==> config.mk <==
export PLATFORM = sky130hd
export DESIGN_NAME = inst_fetcher
export DESIGN_NICKNAME = d
export VERILOG_FILES = /design/src/rtl/inst_fetcher.sv
export SDC_FILE = /design/constraint.sdc
export NUM_CORES = 1
export LEC_CHECK = 0
export BUFFER_PORTS_ARGS = -buffer_cell sky130_fd_sc_hd__buf_2
export CORE_ASPECT_RATIO = 0.5
export CORE_MARGIN = 5
export CORE_UTILIZATION = 60
export CTS_CLUSTER_DIAMETER = 40
export CTS_CLUSTER_SIZE = 14
export DETAILED_ROUTE_END_ITERATION = 12
export PLACE_DENSITY = 0.8
export SLEW_MARGIN = 20
export SYNTH_ARGS = -nofsm -noshare
export SYNTH_HDL_FRONTEND = slang
export SYNTH_SLANG_ARGS = --single-unit
==> constraint.sdc <==
create_clock -name clk -period 7.4 [get_ports clk]
set_input_delay 1.11 -clock clk [delete_from_list [all_inputs] [get_ports clk]]
set_output_delay 1.11 -clock clk [all_outputs]
set_load 0.05 [all_outputs]
==> src/rtl/inst_fetcher.sv <==
// Instruction fetch front end: issues one outstanding read at a time and
// buffers returned words with their PCs in a small FIFO for decode.
module inst_fetcher #(
  parameter logic [63:0] RESET_PC   = 64'h0,
  parameter int          FIFO_DEPTH = 4
) (
  input  logic        clk,
  input  logic        rst,
  input  logic        control_hazard,
  input  logic [63:0] control_hazard_pc_next,
  output logic        i_req_valid,
  input  logic        i_req_ready,
  output logic [63:0] i_req_addr,
  input  logic        i_rsp_valid,
  input  logic [31:0] i_rsp_rdata,
  output logic        inst_valid,
  input  logic        inst_ready,
  output logic [63:0] inst_addr,
  output logic [31:0] inst_bits
);

  localparam int PTR_W = $clog2(FIFO_DEPTH);
  localparam logic [PTR_W:0] FULL_CNT = (PTR_W+1)'(FIFO_DEPTH);

  logic [63:0]      fetch_pc;
  logic [63:0]      req_pc;
  logic             outstanding;
  logic             discard;
  logic [PTR_W:0]   count;
  logic [PTR_W-1:0] rd_ptr;
  logic [PTR_W-1:0] wr_ptr;
  logic [63:0]      addr_mem [FIFO_DEPTH];
  logic [31:0]      bits_mem [FIFO_DEPTH];
  logic             req_fire;
  logic             push;
  logic             pop;

  // Requests stay low in reset and during a redirect so the new target is the first address issued.
  assign i_req_valid = rst && !control_hazard && !outstanding && (count < FULL_CNT);
  assign i_req_addr  = fetch_pc;
  assign req_fire    = i_req_valid && i_req_ready;
  assign push        = i_rsp_valid && !discard && !control_hazard;
  assign inst_valid  = (count != '0);
  assign pop         = inst_valid && inst_ready;

  // Empty FIFO presents zeros so stale storage never leaks onto the decode bus.
  assign inst_addr = inst_valid ? addr_mem[rd_ptr] : '0;
  assign inst_bits = inst_valid ? bits_mem[rd_ptr] : '0;

  always_ff @(posedge clk or negedge rst) begin
    if (!rst) begin
      fetch_pc    <= RESET_PC;
      req_pc      <= '0;
      outstanding <= 1'b0;
      discard     <= 1'b0;
      count       <= '0;
      rd_ptr      <= '0;
      wr_ptr      <= '0;
    end else begin
      if (i_rsp_valid)
        outstanding <= 1'b0;
      if (req_fire) begin
        outstanding <= 1'b1;
        req_pc      <= fetch_pc;
        fetch_pc    <= fetch_pc + 64'd4;
      end
      if (i_rsp_valid && (discard || control_hazard))
        discard <= 1'b0;

      // A redirect flushes the buffer; an in-flight read not yet returned is marked stale.
      if (control_hazard) begin
        fetch_pc <= {control_hazard_pc_next[63:2], 2'b00};
        count    <= '0;
        rd_ptr   <= '0;
        wr_ptr   <= '0;
        if (outstanding && !i_rsp_valid)
          discard <= 1'b1;
      end else begin
        if (push)
          wr_ptr <= wr_ptr + PTR_W'(1);
        if (pop)
          rd_ptr <= rd_ptr + PTR_W'(1);
        if (push && !pop)
          count <= count + (PTR_W+1)'(1);
        else if (pop && !push)
          count <= count - (PTR_W+1)'(1);
      end
    end
  end

  always_ff @(posedge clk) begin
    if (push) begin
      addr_mem[wr_ptr] <= req_pc;
      bits_mem[wr_ptr] <= i_rsp_rdata;
    end
  end

endmodule

==> results.py, run 1 <==
metrics = {
    "worst_setup_path": {
        "r2r-end": "i_req_addr[56]",
        "cp.arrival_ns": 3.15,
        "r2r-start": "i_req_addr[2]",
        "crit_path_start_kind": "register",
        "cp-end-kind": "output pin",
        "critPathMaxStageDelay_ns": 0.85,
        "slowest_stage": "dfrtp_4",
        "endpoint": "inst_addr[17]",
        "rrSetupSlack_ns": 3.97,
        "worstSetupPathType": "register to output pin",
        "path_cells": "buf_4, mux4_2, and2_1, buf_2",
        "worstRegToRegCells": 7,
        "cp_max_fo": 56,
        "worst-endpoint-required_ns": 6.29,
        "critPathLaunch": "rd_ptr[1]",
    },
    "timing": {
        "worstMarginPinSlew_ns": 0.9981,
        "fin_skew_ns": 0.02360,
        "setup_viol": 0,
        "hold_viol": 0,
        "fin_crit_ns": 4.259,
        "slew_headroom_pct": 33.46,
        "rsz0062_at_grt": "false",
        "final.setup.tns_ns": 0,
        "fin_crit_sh_pct": 57.56,
        "max_freq_ghz": 0.2348,
        "maxSlewViolCount": 0,
    },
    "power": {
        "power_frac_comb_pct": 33.0,
        "p_per_area_nw_per_um2": 376.3,
        "p_leak_nw": 9.007,
        "clkPwrFrac_pct": 23.9,
        "ir_drop_uv": 222.3,
        "p_int_mw": 5.571,
        "power_frac_seq_pct": 43.2,
        "p_sw_share_pct": 38.10,
        "switchingPower_mw": 3.430,
        "total_power_mw": 9.001,
    },
    "cts": {
        "root_buffer": "clkbuf_16",
        "cts.htree.levels": 2,
        "clkTransAtPathRegs_ns": 0.07,
        "clock_latency_ns": 0.55,
        "cts_made_buffers": 44,
        "cts_tree": "yes",
        "cts_setup_buffers": 0,
        "cts_hold_buffers": 0,
        "cts_sinks": 509,
        "cts.path.max_buffers": 3,
        "ctsResizeCount": 0,
    },
    "global_route": {
        "first_global_vias": 13441,
        "antenna_found_initial": 9,
        "grt_pass1_wl_um": 77040,
        "groute.usage.overall_pct": 25.73,
        "overflow": 0,
        "grt_start_max_net_pins": 92,
    },
    "floorplan": {
        "start_util_pct": 60.69,
        "die_area_um2": 38800,
        "die_w_um": 273.6,
        "die_h_um": 141.8,
        "pin_count": 264,
        "num_rows": 48,
        "coreArea_um2": 34350,
    },
    "status": {
        "status": "finished, final reports clean",
    },
    "synthesis": {
        "synth_top_area_share_pct": 54.15,
        "synth_warnings": 0,
        "netlist_instances": 1376,
        "synthArstFlopShare_pct": 26.13,
        "yosysTopAreaCell": "edfxtp_1",
        "synthesis.area_um2": 20850,
        "ys_ff_latch": 509,
        "yosys-top-cells-area": "edfxtp_1 (54%), dfrtp_1 (16%), mux4_2 (10%)",
        "synth-seq-area-share_pct": 70.12,
        "ys.flop_type": "edfxtp_1",
        "netlist_top_cells_count": "edfxtp_1 (376), nand2_1 (232), dfrtp_1 (133)",
        "synth_cell_types": 57,
        "syn_avg_cell_area_um2": 15.15,
        "synth_edf_count": 376,
        "synth.most_common_cell": "edfxtp_1",
    },
    "flow_run": {
        "maxCapViolCount": 0,
    },
    "layout": {
        "area_delta_synth_final_pct": 14.72,
        "final_util_pct": 69.63,
        "layout-drive-gt1-share_pct": 26.74,
        "finalInstanceArea_um2": 23920,
        "final_net_count": 1727,
        "fillerInstances": 2292,
    },
    "detailed_routing": {
        "drt_pass1_iterations": 5,
        "drtIter0Drc": 1487,
        "finalWirelength_um": 49450,
        "avgViaCountPerCell": 6.194,
        "remaining_drc_errors": 0,
        "vias": 13230,
        "wl_per_cell_um": 23.15,
        "drtAntennaViolNets": 0,
    },
    "worst_hold_path": {
        "hp-class": "primary input to async pin",
    },
    "placement": {
        "placed_area_um2": 22590,
        "place_congestion": 0.8767,
        "port_buffers": 257,
        "dpl.hpwl_um": 31090,
    },
}
logic make-up after synthesis:
| kind of cell | after synthesis | synth area share [%] |
|---|---|---|
| AOI/OAI and AO/OA | 135 | 4.285 |
| xor gates and xnor gates | 7 | 0.2941 |
| adders and majority gates | 6 | 0.3961 |
| buffers and inverters | 99 | 1.860 |
| DFF | 509 | 70.12 |
| muxes | 105 | 10.69 |
| other | 1 | 0.01799 |
| and+or+nand+nor | 514 | 12.34 |
metal layers:
metal,share of wire [%],track usage (%)
met4,4.1,10.10
met1,39,35.06
met2,50,42.67
met3,7.4,4.224
met5,0,0
how the worst min path moves through the flow:
stage / start / end / slack, ns / depth (start not counted)
3_3_place_gp: discard / discard / 0.47 / 2
6_report: rst / req_pc[60] / 0.51 / 1
2_1_floorplan: discard / discard / 0.45 / 2
3_5_place_dp: discard / discard / 0.49 / 2
5_1_grt: rst / req_pc[60] / 0.52 / 1
4_1_cts: rst / req_pc[60] / 0.50 / 1
cells in the final DEF (no fill, tap or decap), types with 4 or more instances in the layout:
cell type / synthesis / layout
o311ai_0: 19 / 19
clkbuf_16: 0 / 46
o21ai_0: 51 / 51
and2_1: 101 / 96
diode_2: 0 / 8
conb_1: 1 / 4
and2_4: 0 / 4
nor4_1: 12 / 12
a21oi_1: 20 / 20
xnor2_1: 5 / 5
clkbuf_1: 61 / 27
mux2i_1: 9 / 9
nand3b_1: 5 / 5
and3_1: 9 / 9
buf_4: 4 / 16
a32oi_1: 4 / 4
or3_1: 6 / 5
mux4_2: 94 / 94
a221o_1: 12 / 12
edfxtp_1: 376 / 376
nand2b_1: 7 / 7
buf_2: 0 / 256
o211ai_1: 9 / 9
dfrtp_1: 133 / 131
ha_1: 5 / 5
nor2b_1: 7 / 7
or4_1: 7 / 7
nor2_1: 42 / 41
nand3_1: 32 / 32
nand2_1: 232 / 231
and4_1: 6 / 6
nand4_1: 20 / 20
nor3_1: 15 / 15
a31oi_1: 5 / 5
inv_1: 20 / 20
a21o_1: 5 / 5
critical path, delay by kind of cell (launching register included):
family,cells,cell delay (ns)
buffers and inverters,2,0.98
flip-flops,1,0.85
multiplexers,1,0.42
AND/OR/NAND/NOR,1,0.21
final cells by class:
type	instances	area, µm²	area share [%]
Clock buffer	74	1266	5.294
Antenna cell	8	20.02	0.08370
Inverter	20	75.07	0.3139
Tap cell	475	594.3	2.485
Clock inverter	6	42.54	0.1779
Sequential cell	509	14630	61.15
Multi-Input combinational cell	771	5882	24.59
Timing Repair Buffer	273	1413	5.906
through the flow:
step | std cells | setup WS [ns] | hold WS, ns
6_report | 2136 | 3.141 | 0.5058
5_1_grt | 2135 | 2.942 | 0.5238
4_1_cts | 2128 | 3.048 | 0.5038
3_5_place_dp | 2048 | 3.267 | 0.4864
3_3_place_gp | 2048 | 3.334 | 0.4679
2_1_floorplan | 1379 | 3.145 | 0.4540
sequential cells by signal, summed over array words and instances, names as in the netlist:
name         flops
addr_mem       248
bits_mem       128
count            3
discard          1
i_req_addr      62
outstanding      1
rd_ptr           2
req_pc          62
wr_ptr           2
power groups by stage:
stage                     Sequential [mW]  Clock, mW  Combinational [mW]
after floorplan                      3.91          0                2.20
after global placement               3.88          0                2.95
after detailed placement             3.94          0                2.99
after CTS                            3.88       2.18                3.00
after global routing                 3.93       2.30                3.13
final                                3.88       2.15                2.97
Power figures use the tool's default switching activity.
==> run 2: changes to the inputs <==
--- a/config.mk
+++ b/config.mk
@@ -5,14 +5,15 @@
 export SDC_FILE = /design/constraint.sdc
 export NUM_CORES = 1
 export LEC_CHECK = 0
+export ABC_AREA = 1
 export BUFFER_PORTS_ARGS = -buffer_cell sky130_fd_sc_hd__buf_2
 export CORE_ASPECT_RATIO = 0.5
 export CORE_MARGIN = 5
-export CORE_UTILIZATION = 60
+export CORE_UTILIZATION = 53
 export CTS_CLUSTER_DIAMETER = 40
 export CTS_CLUSTER_SIZE = 14
 export DETAILED_ROUTE_END_ITERATION = 12
-export PLACE_DENSITY = 0.8
+export PLACE_DENSITY = 0.75
 export SLEW_MARGIN = 20
 export SYNTH_ARGS = -nofsm -noshare
 export SYNTH_HDL_FRONTEND = slang
==> constraint.sdc (replaced) <==
create_clock -name clk -period 3.6 [get_ports clk]
set_input_delay 0.54 -clock clk [delete_from_list [all_inputs] [get_ports clk]]
set_output_delay 0.54 -clock clk [all_outputs]
set_load 0.05 [all_outputs]
==> run 2 against run 1 <==
Net effect: highest routed layer unchanged; count of clock-buffer cells in the layout is 13 lower; largest power group unchanged; clock power increased by 120%; register-to-register slack worse by 2.8 ns; die area is 19% higher; clock skew increased by 0.0051 ns; non-clock buffer count is 10 higher; largest cell class unchanged; sequential power is 110% higher; flip-flop and latch count is the same; sequential share of layout area decreased by 3.8 points.
==> results.py, run 2 <==
metrics = {
    "status": {
        "status": "finished, final reports clean",
    },
    "synthesis": {
        "synth-seq-area-share_pct": 65.81,
        "ys_ff_latch": 509,
        "synth.most_common_cell": "nor2_1",
        "synth_cell_types": 34,
        "netlist_instances": 2220,
        "synth_top_area_share_pct": 50.83,
        "synthesis.area_um2": 22210,
        "netlist_top_cells_count": "nor2_1 (548), edfxtp_1 (376), nand2_1 (318)",
        "synth_edf_count": 376,
        "yosys-top-cells-area": "edfxtp_1 (51%), dfrtp_1 (15%), nor2_1 (9.3%)",
        "syn_avg_cell_area_um2": 10.01,
        "ys.flop_type": "edfxtp_1",
        "synth_warnings": 0,
        "synthArstFlopShare_pct": 26.13,
        "yosysTopAreaCell": "edfxtp_1",
    },
    "detailed_routing": {
        "remaining_drc_errors": 0,
        "drtIter0Drc": 1876,
        "dr_wl_met3_um": 5094,
        "drtAntennaViolNets": 0,
        "vias": 16673,
        "finalWirelength_um": 60060,
        "avgViaCountPerCell": 5.515,
        "wirelength_met1_um": 25080,
        "drt_pass1_iterations": 6,
        "highest_layer": "met4",
        "wl_per_cell_um": 19.87,
        "route.met2.wl_um": 28530,
    },
    "cts": {
        "cts_made_buffers": 47,
        "cts.htree.levels": 2,
        "ctsResizeCount": 0,
        "cts.path.max_buffers": 3,
        "cts_setup_buffers": 0,
        "cts_sinks": 509,
        "clkTransAtPathRegs_ns": 0.06,
        "clock_latency_ns": 0.56,
        "cts_tree": "yes",
        "cts_hold_buffers": 0,
        "root_buffer": "clkbuf_16",
    },
    "worst_setup_path": {
        "worst-endpoint-required_ns": 3.06,
        "r2r-end": "i_req_addr[8]",
        "slowest_stage": "dfrtp_4",
        "critPathMaxStageDelay_ns": 0.52,
        "crit_buf_inv": 3,
        "cpLargestDelayFamily": "buffers and inverters",
        "cp.arrival_ns": 2.63,
        "r2r-start": "count[2]",
        "crit_path_start_kind": "register",
        "rrSetupSlack_ns": 1.21,
        "cp_max_fo": 51,
        "cp-end-kind": "output pin",
        "path_cells": "inv_4, buf_4, o21ai_0, a21oi_1, buf_2",
        "worstSetupPathType": "register to output pin",
        "worstRegToRegCells": 7,
    },
    "power": {
        "p_sw_share_pct": 42.63,
        "p_leak_nw": 10.28,
        "p_per_area_nw_per_um2": 784.4,
        "p_int_mw": 11.48,
        "power_frac_seq_pct": 41.0,
        "power_frac_comb_pct": 35.0,
        "switchingPower_mw": 8.527,
        "ir_drop_uv": 502.8,
        "clkPwrFrac_pct": 23.9,
    },
    "layout": {
        "regArea_um2": 14630,
        "multi_input_area_um2": 6628,
        "area_delta_synth_final_pct": 14.81,
        "final_cell_mix": "nor2_1 (544), edfxtp_1 (376), nand2_1 (318), o21ai_0 (275), buf_2 (256)",
        "layout-drive-gt1-share_pct": 15.99,
        "final_util_pct": 61.14,
        "largest_register_ffs": 248,
        "largestRegisters": "addr_mem x248, bits_mem x128",
        "final_net_count": 2550,
        "largest-register": "addr_mem",
        "fillerInstances": 3378,
        "layout_commonest_cell": "nor2_1",
    },
    "floorplan": {
        "die_h_um": 154.8,
        "num_rows": 53,
        "coreArea_um2": 41710,
        "die_w_um": 299.5,
        "die_area_um2": 46350,
        "pin_count": 264,
        "start_util_pct": 53.25,
    },
    "placement": {
        "place_congestion": 0.9448,
        "port_buffers": 257,
        "dpl.hpwl_um": 38830,
    },
    "timing": {
        "setup_viol": 0,
        "final.setup.tns_ns": 0,
        "rsz0062_at_grt": "false",
        "maxSlewViolCount": 0,
        "worstMarginPinSlew_ns": 0.7549,
        "fin_crit_ns": 3.167,
        "slew_headroom_pct": 49.67,
        "fin_skew_ns": 0.02868,
        "max_freq_ghz": 0.3158,
        "fin_crit_sh_pct": 87.97,
        "hold_viol": 0,
    },
    "global_route": {
        "groute.usage.overall_pct": 25.38,
        "first_global_vias": 15784,
        "overflow": 0,
        "grt_start_max_net_pins": 180,
        "grt_pass1_wl_um": 91940,
        "antenna_found_initial": 2,
    },
    "flow_run": {
        "maxCapViolCount": 0,
    },
    "worst_hold_path": {
        "hp-class": "primary input to async pin",
    },
}
[run 2: changes by cell type after synthesis, sizes merged, moves of 18 or more]
cell	delta
and2	-102
o311ai	-19
nand3	+32
buf	+55
nor2	+524
a21oi	+87
nand2	+100
mux4	-94
nand3b	+18
clkbuf	-21
o21ai	+264
inv	+112
[run 2: cells by family (layout without fill, tap and decap cells)]
group | count (synthesis) | in the layout | synth area share (%)
compound gates | 440 | 440 | 10.13
xor+xnor | 13 | 13 | 0.5126
other cells | 1 | 6 | 0.01688
simple gates | 1003 | 1003 | 18.57
buf+inv | 248 | 496 | 4.591
flops | 509 | 509 | 65.81
fa+ha+maj | 6 | 6 | 0.3718
[run 2: metal layers]
layer  track usage (%)  up-vias
li1                  -     7904
met1             36.78     8028
met2             41.26      659
met3             3.872       82
met4             5.794        0
met5                 0        -
[run 2: how the worst max path moves through the flow]
stage                         startpoint               to  slack [ns]  cells after the start
after floorplan           control_hazard  addr_mem[0][10]       -0.19                      3
after global placement    control_hazard    i_req_addr[9]        0.85                      8
after detailed placement  control_hazard    i_req_addr[9]        0.85                      8
after CTS                      rd_ptr[0]     inst_bits[0]        0.41                      5
after global routing           rd_ptr[0]     inst_bits[0]        0.27                      5
final                          rd_ptr[0]     inst_bits[4]        0.43                      5
[run 2: area by class of cell]
cell class / instances / area share, %
Tap cell: 550 / 2.698
Timing Repair Buffer: 283 / 6.339
Antenna cell: 2 / 0.01963
Clock buffer: 61 / 4.985
Multi-Input combinational cell: 1466 / 25.99
Clock inverter: 17 / 0.6084
Sequential cell: 509 / 57.35
Inverter: 135 / 2.007
[run 2: power by group through the flow]
| stage | Combinational [mW] | Sequential, mW | Clock (mW) |
|---|---|---|---|
| final | 7.01 | 8.21 | 4.78 |
| after global routing | 7.50 | 8.28 | 5.08 |
| after CTS | 7.05 | 8.16 | 4.82 |
| after detailed placement | 7.01 | 8.27 | 0 |
| after global placement | 6.93 | 8.22 | 0 |
| after floorplan | 4.83 | 8.23 | 0 |
[run 2: per-stage QoR]
step | power [mW] | instances | area, µm² | hold slack [ns] | worst slack (ns)
final | 20.00 | 3023 | 25500 | 0.1139 | 0.4332
after global routing | 20.86 | 3023 | 25500 | 0.1642 | 0.2691
after CTS | 20.03 | 3021 | 25490 | 0.1706 | 0.4120
after detailed placement | 15.29 | 2943 | 24070 | 0.4699 | 0.8499
after global placement | 15.15 | 2943 | 24070 | 0.4625 | 0.8535
after floorplan | 13.06 | 2223 | 22230 | 0.2444 | -0.1883
==> run 3: changes to the inputs <==
--- a/config.mk
+++ b/config.mk
@@ -9,11 +9,13 @@
 export BUFFER_PORTS_ARGS = -buffer_cell sky130_fd_sc_hd__buf_2
 export CORE_ASPECT_RATIO = 0.5
 export CORE_MARGIN = 5
-export CORE_UTILIZATION = 53
+export CORE_UTILIZATION = 60
 export CTS_CLUSTER_DIAMETER = 40
 export CTS_CLUSTER_SIZE = 14
 export DETAILED_ROUTE_END_ITERATION = 12
-export PLACE_DENSITY = 0.75
+export PLACE_DENSITY = 0.8
+export REMOVE_ABC_BUFFERS = 1
+export SKIP_LAST_GASP = 1
 export SLEW_MARGIN = 20
 export SYNTH_ARGS = -nofsm -noshare
 export SYNTH_HDL_FRONTEND = slang
==> constraint.sdc (replaced) <==
create_clock -name clk -period 3.9 [get_ports clk]
set_input_delay 0.585 -clock clk [delete_from_list [all_inputs] [get_ports clk]]
set_output_delay 0.585 -clock clk [all_outputs]
set_load 0.05 [all_outputs]
==> run 3 against run 2 <==
Net effect: total power is 9.3% lower; count of clock-buffer cells in the layout is 11 higher; sequential power is 9.5% lower; first-iteration DRC count is 2.9% lower; register-to-register slack better by 0.21 ns; non-clock buffer count is 8 higher; die area is 11% lower; setup slack better by 0.035 ns; worst hold slack better by 0.13 ns; routed wire length is 2.2% lower; core utilization is 9.1 points higher; final area is 0.19% lower; largest power group unchanged.
==> results.py, run 3 (synthesized netlist as in run 2, its figures left out) <==
metrics = {
    "layout": {
        "final_net_count": 2556,
        "layout-drive-gt1-share_pct": 15.91,
        "largest-register": "addr_mem",
        "final_util_pct": 70.25,
        "finalInstanceArea_um2": 25450,
        "final_cell_mix": "nor2_1 (544), edfxtp_1 (376), nand2_1 (318), o21ai_0 (275), buf_2 (256)",
        "largestRegisters": "addr_mem x248, bits_mem x128",
        "area_delta_synth_final_pct": 14.59,
        "largest_register_ffs": 248,
        "fillerInstances": 2586,
        "layout_commonest_cell": "nor2_1",
    },
    "cts": {
        "root_buffer": "clkbuf_16",
        "cts_tree": "yes",
        "cts_sinks": 509,
        "cts_made_buffers": 45,
        "clock_latency_ns": 0.57,
        "cts.htree.levels": 2,
        "cts_setup_buffers": 0,
        "clkTransAtPathRegs_ns": 0.07,
        "cts.path.max_buffers": 3,
    },
    "worst_setup_path": {
        "crit_path_start_kind": "register",
        "cp_max_fo": 67,
        "cp-end-kind": "output pin",
        "worstRegToRegCells": 7,
        "r2r-end": "i_req_addr[9]",
        "rrSetupSlack_ns": 1.42,
        "worstSetupPathType": "register to output pin",
        "r2r-start": "count[2]",
        "worst-endpoint-required_ns": 3.31,
        "endpoint": "inst_addr[48]",
        "critPathLaunch": "rd_ptr[0]",
        "cp.arrival_ns": 2.85,
    },
    "timing": {
        "maxSlewViolCount": 0,
        "fin_skew_ns": 0.03036,
        "slew_headroom_pct": 39.78,
        "max_freq_ghz": 0.2914,
        "fin_crit_sh_pct": 87.99,
        "final.setup.tns_ns": 0,
        "fin_crit_ns": 3.432,
        "hold_viol": 0,
        "worstMarginPinSlew_ns": 0.9033,
        "layout_setup_ws_ns": 0.4683,
        "rsz0062_at_grt": "false",
        "setup_viol": 0,
        "worst_hold_slack_ns": 0.2414,
    },
    "floorplan": {
        "die_area_um2": 41200,
        "num_rows": 49,
        "start_util_pct": 61.30,
        "die_w_um": 282.1,
        "coreArea_um2": 36230,
        "pin_count": 264,
        "die_h_um": 146.1,
    },
    "power": {
        "switchingPower_mw": 7.680,
        "p_per_area_nw_per_um2": 713.1,
        "clkPwrFrac_pct": 23.4,
        "p_sw_share_pct": 42.32,
        "p_leak_nw": 10.27,
        "power_frac_comb_pct": 35.7,
        "ir_drop_uv": 508.3,
        "power_frac_seq_pct": 40.9,
        "p_int_mw": 10.47,
    },
    "detailed_routing": {
        "drtAntennaViolNets": 0,
        "remaining_drc_errors": 0,
        "drtIter0Drc": 1821,
        "avgViaCountPerCell": 5.657,
        "wl_per_cell_um": 19.78,
        "finalWirelength_um": 58720,
        "vias": 16791,
        "drt_pass1_iterations": 7,
    },
    "global_route": {
        "overflow": 0,
        "groute.usage.overall_pct": 28.11,
        "antenna_found_initial": 2,
        "first_global_vias": 16490,
        "grt_pass1_wl_um": 90740,
        "grt_start_max_net_pins": 95,
    },
    "placement": {
        "place_congestion": 0.9709,
        "port_buffers": 257,
        "placed_area_um2": 24070,
        "pre_cts_slack_ns": 1.010,
        "dpl.hpwl_um": 38570,
    },
    "status": {
        "status": "finished, final reports clean",
    },
    "worst_hold_path": {
        "hp-class": "primary input to register",
        "hold_path_depth": 3,
    },
    "flow_run": {
        "maxCapViolCount": 0,
    },
}
-- run 3: cell types whose count changed in the layout (fill, tap and decap cells not counted), sizes merged --
cell and delta:
clkinv -7, buf +7, bufinv -1, inv -1
clkbuf +11, dlygate4sd3 +1, clkinvlp +1
-- run 3: layout make-up --
cell class              instances  area (µm²)  area share, %
well taps                     484       605.6          2.379
repair buffers                291        1713          6.730
multi-input cells            1466        6628          26.04
clock inverters                 9       105.1         0.4129
inverters                     135       511.7          2.011
clock buffers                  72        1259          4.945
flip-flops and latches        509       14630          57.46
diodes                          2       5.005        0.01966
-- run 3: worst min path at each step --
stage                                          from               to
after floorplan                                 rst         count[0]
after global placement                     count[0]         count[0]
after detailed placement                   count[0]         count[0]
after CTS                            i_rsp_rdata[0]   bits_mem[0][0]
after global routing                i_rsp_rdata[27]  bits_mem[2][27]
final                     control_hazard_pc_next[4]    i_req_addr[4]
-- run 3: routing by layer --
layer | global-route usage [%] | vias to the layer above | wire (µm)
met1 | 38.35 | 8019 | 23380
met2 | 47.05 | 715 | 29030
met3 | 3.478 | 144 | 3870
li1 | - | 7913 | -
met4 | 10.71 | 0 | 2431
met5 | 0 | - | 0
-- run 3: repair_timing --
item,4_1_cts,5_1_grt
hold buffers,1,0
resized for setup,0,0
endpoints found under the hold margin,27,0
-- run 3: power by group through the flow --
stage	Combinational [mW]	Clock (mW)	Sequential [mW]
floorplan	4.17	0	7.78
global route	6.92	4.54	7.51
detailed placement	6.48	0	7.52
finish	6.48	4.24	7.43
global placement	6.37	0	7.46
CTS	6.51	4.29	7.41
-- run 3: per-stage QoR --
step	std cells	total power, mW
floorplan	2110	11.95
global placement	2884	13.83
detailed placement	2884	14.00
CTS	2966	18.21
global route	2968	18.98
finish	2968	18.15
-- run 3: worst max-delay path, stage by stage (launching register included) --
cell and delay [ns]:
dfrtp_4 0.70, inv_4 0.13, buf_4 0.52, o21ai_0 0.20, a21oi_1 0.30, buf_2 0.34
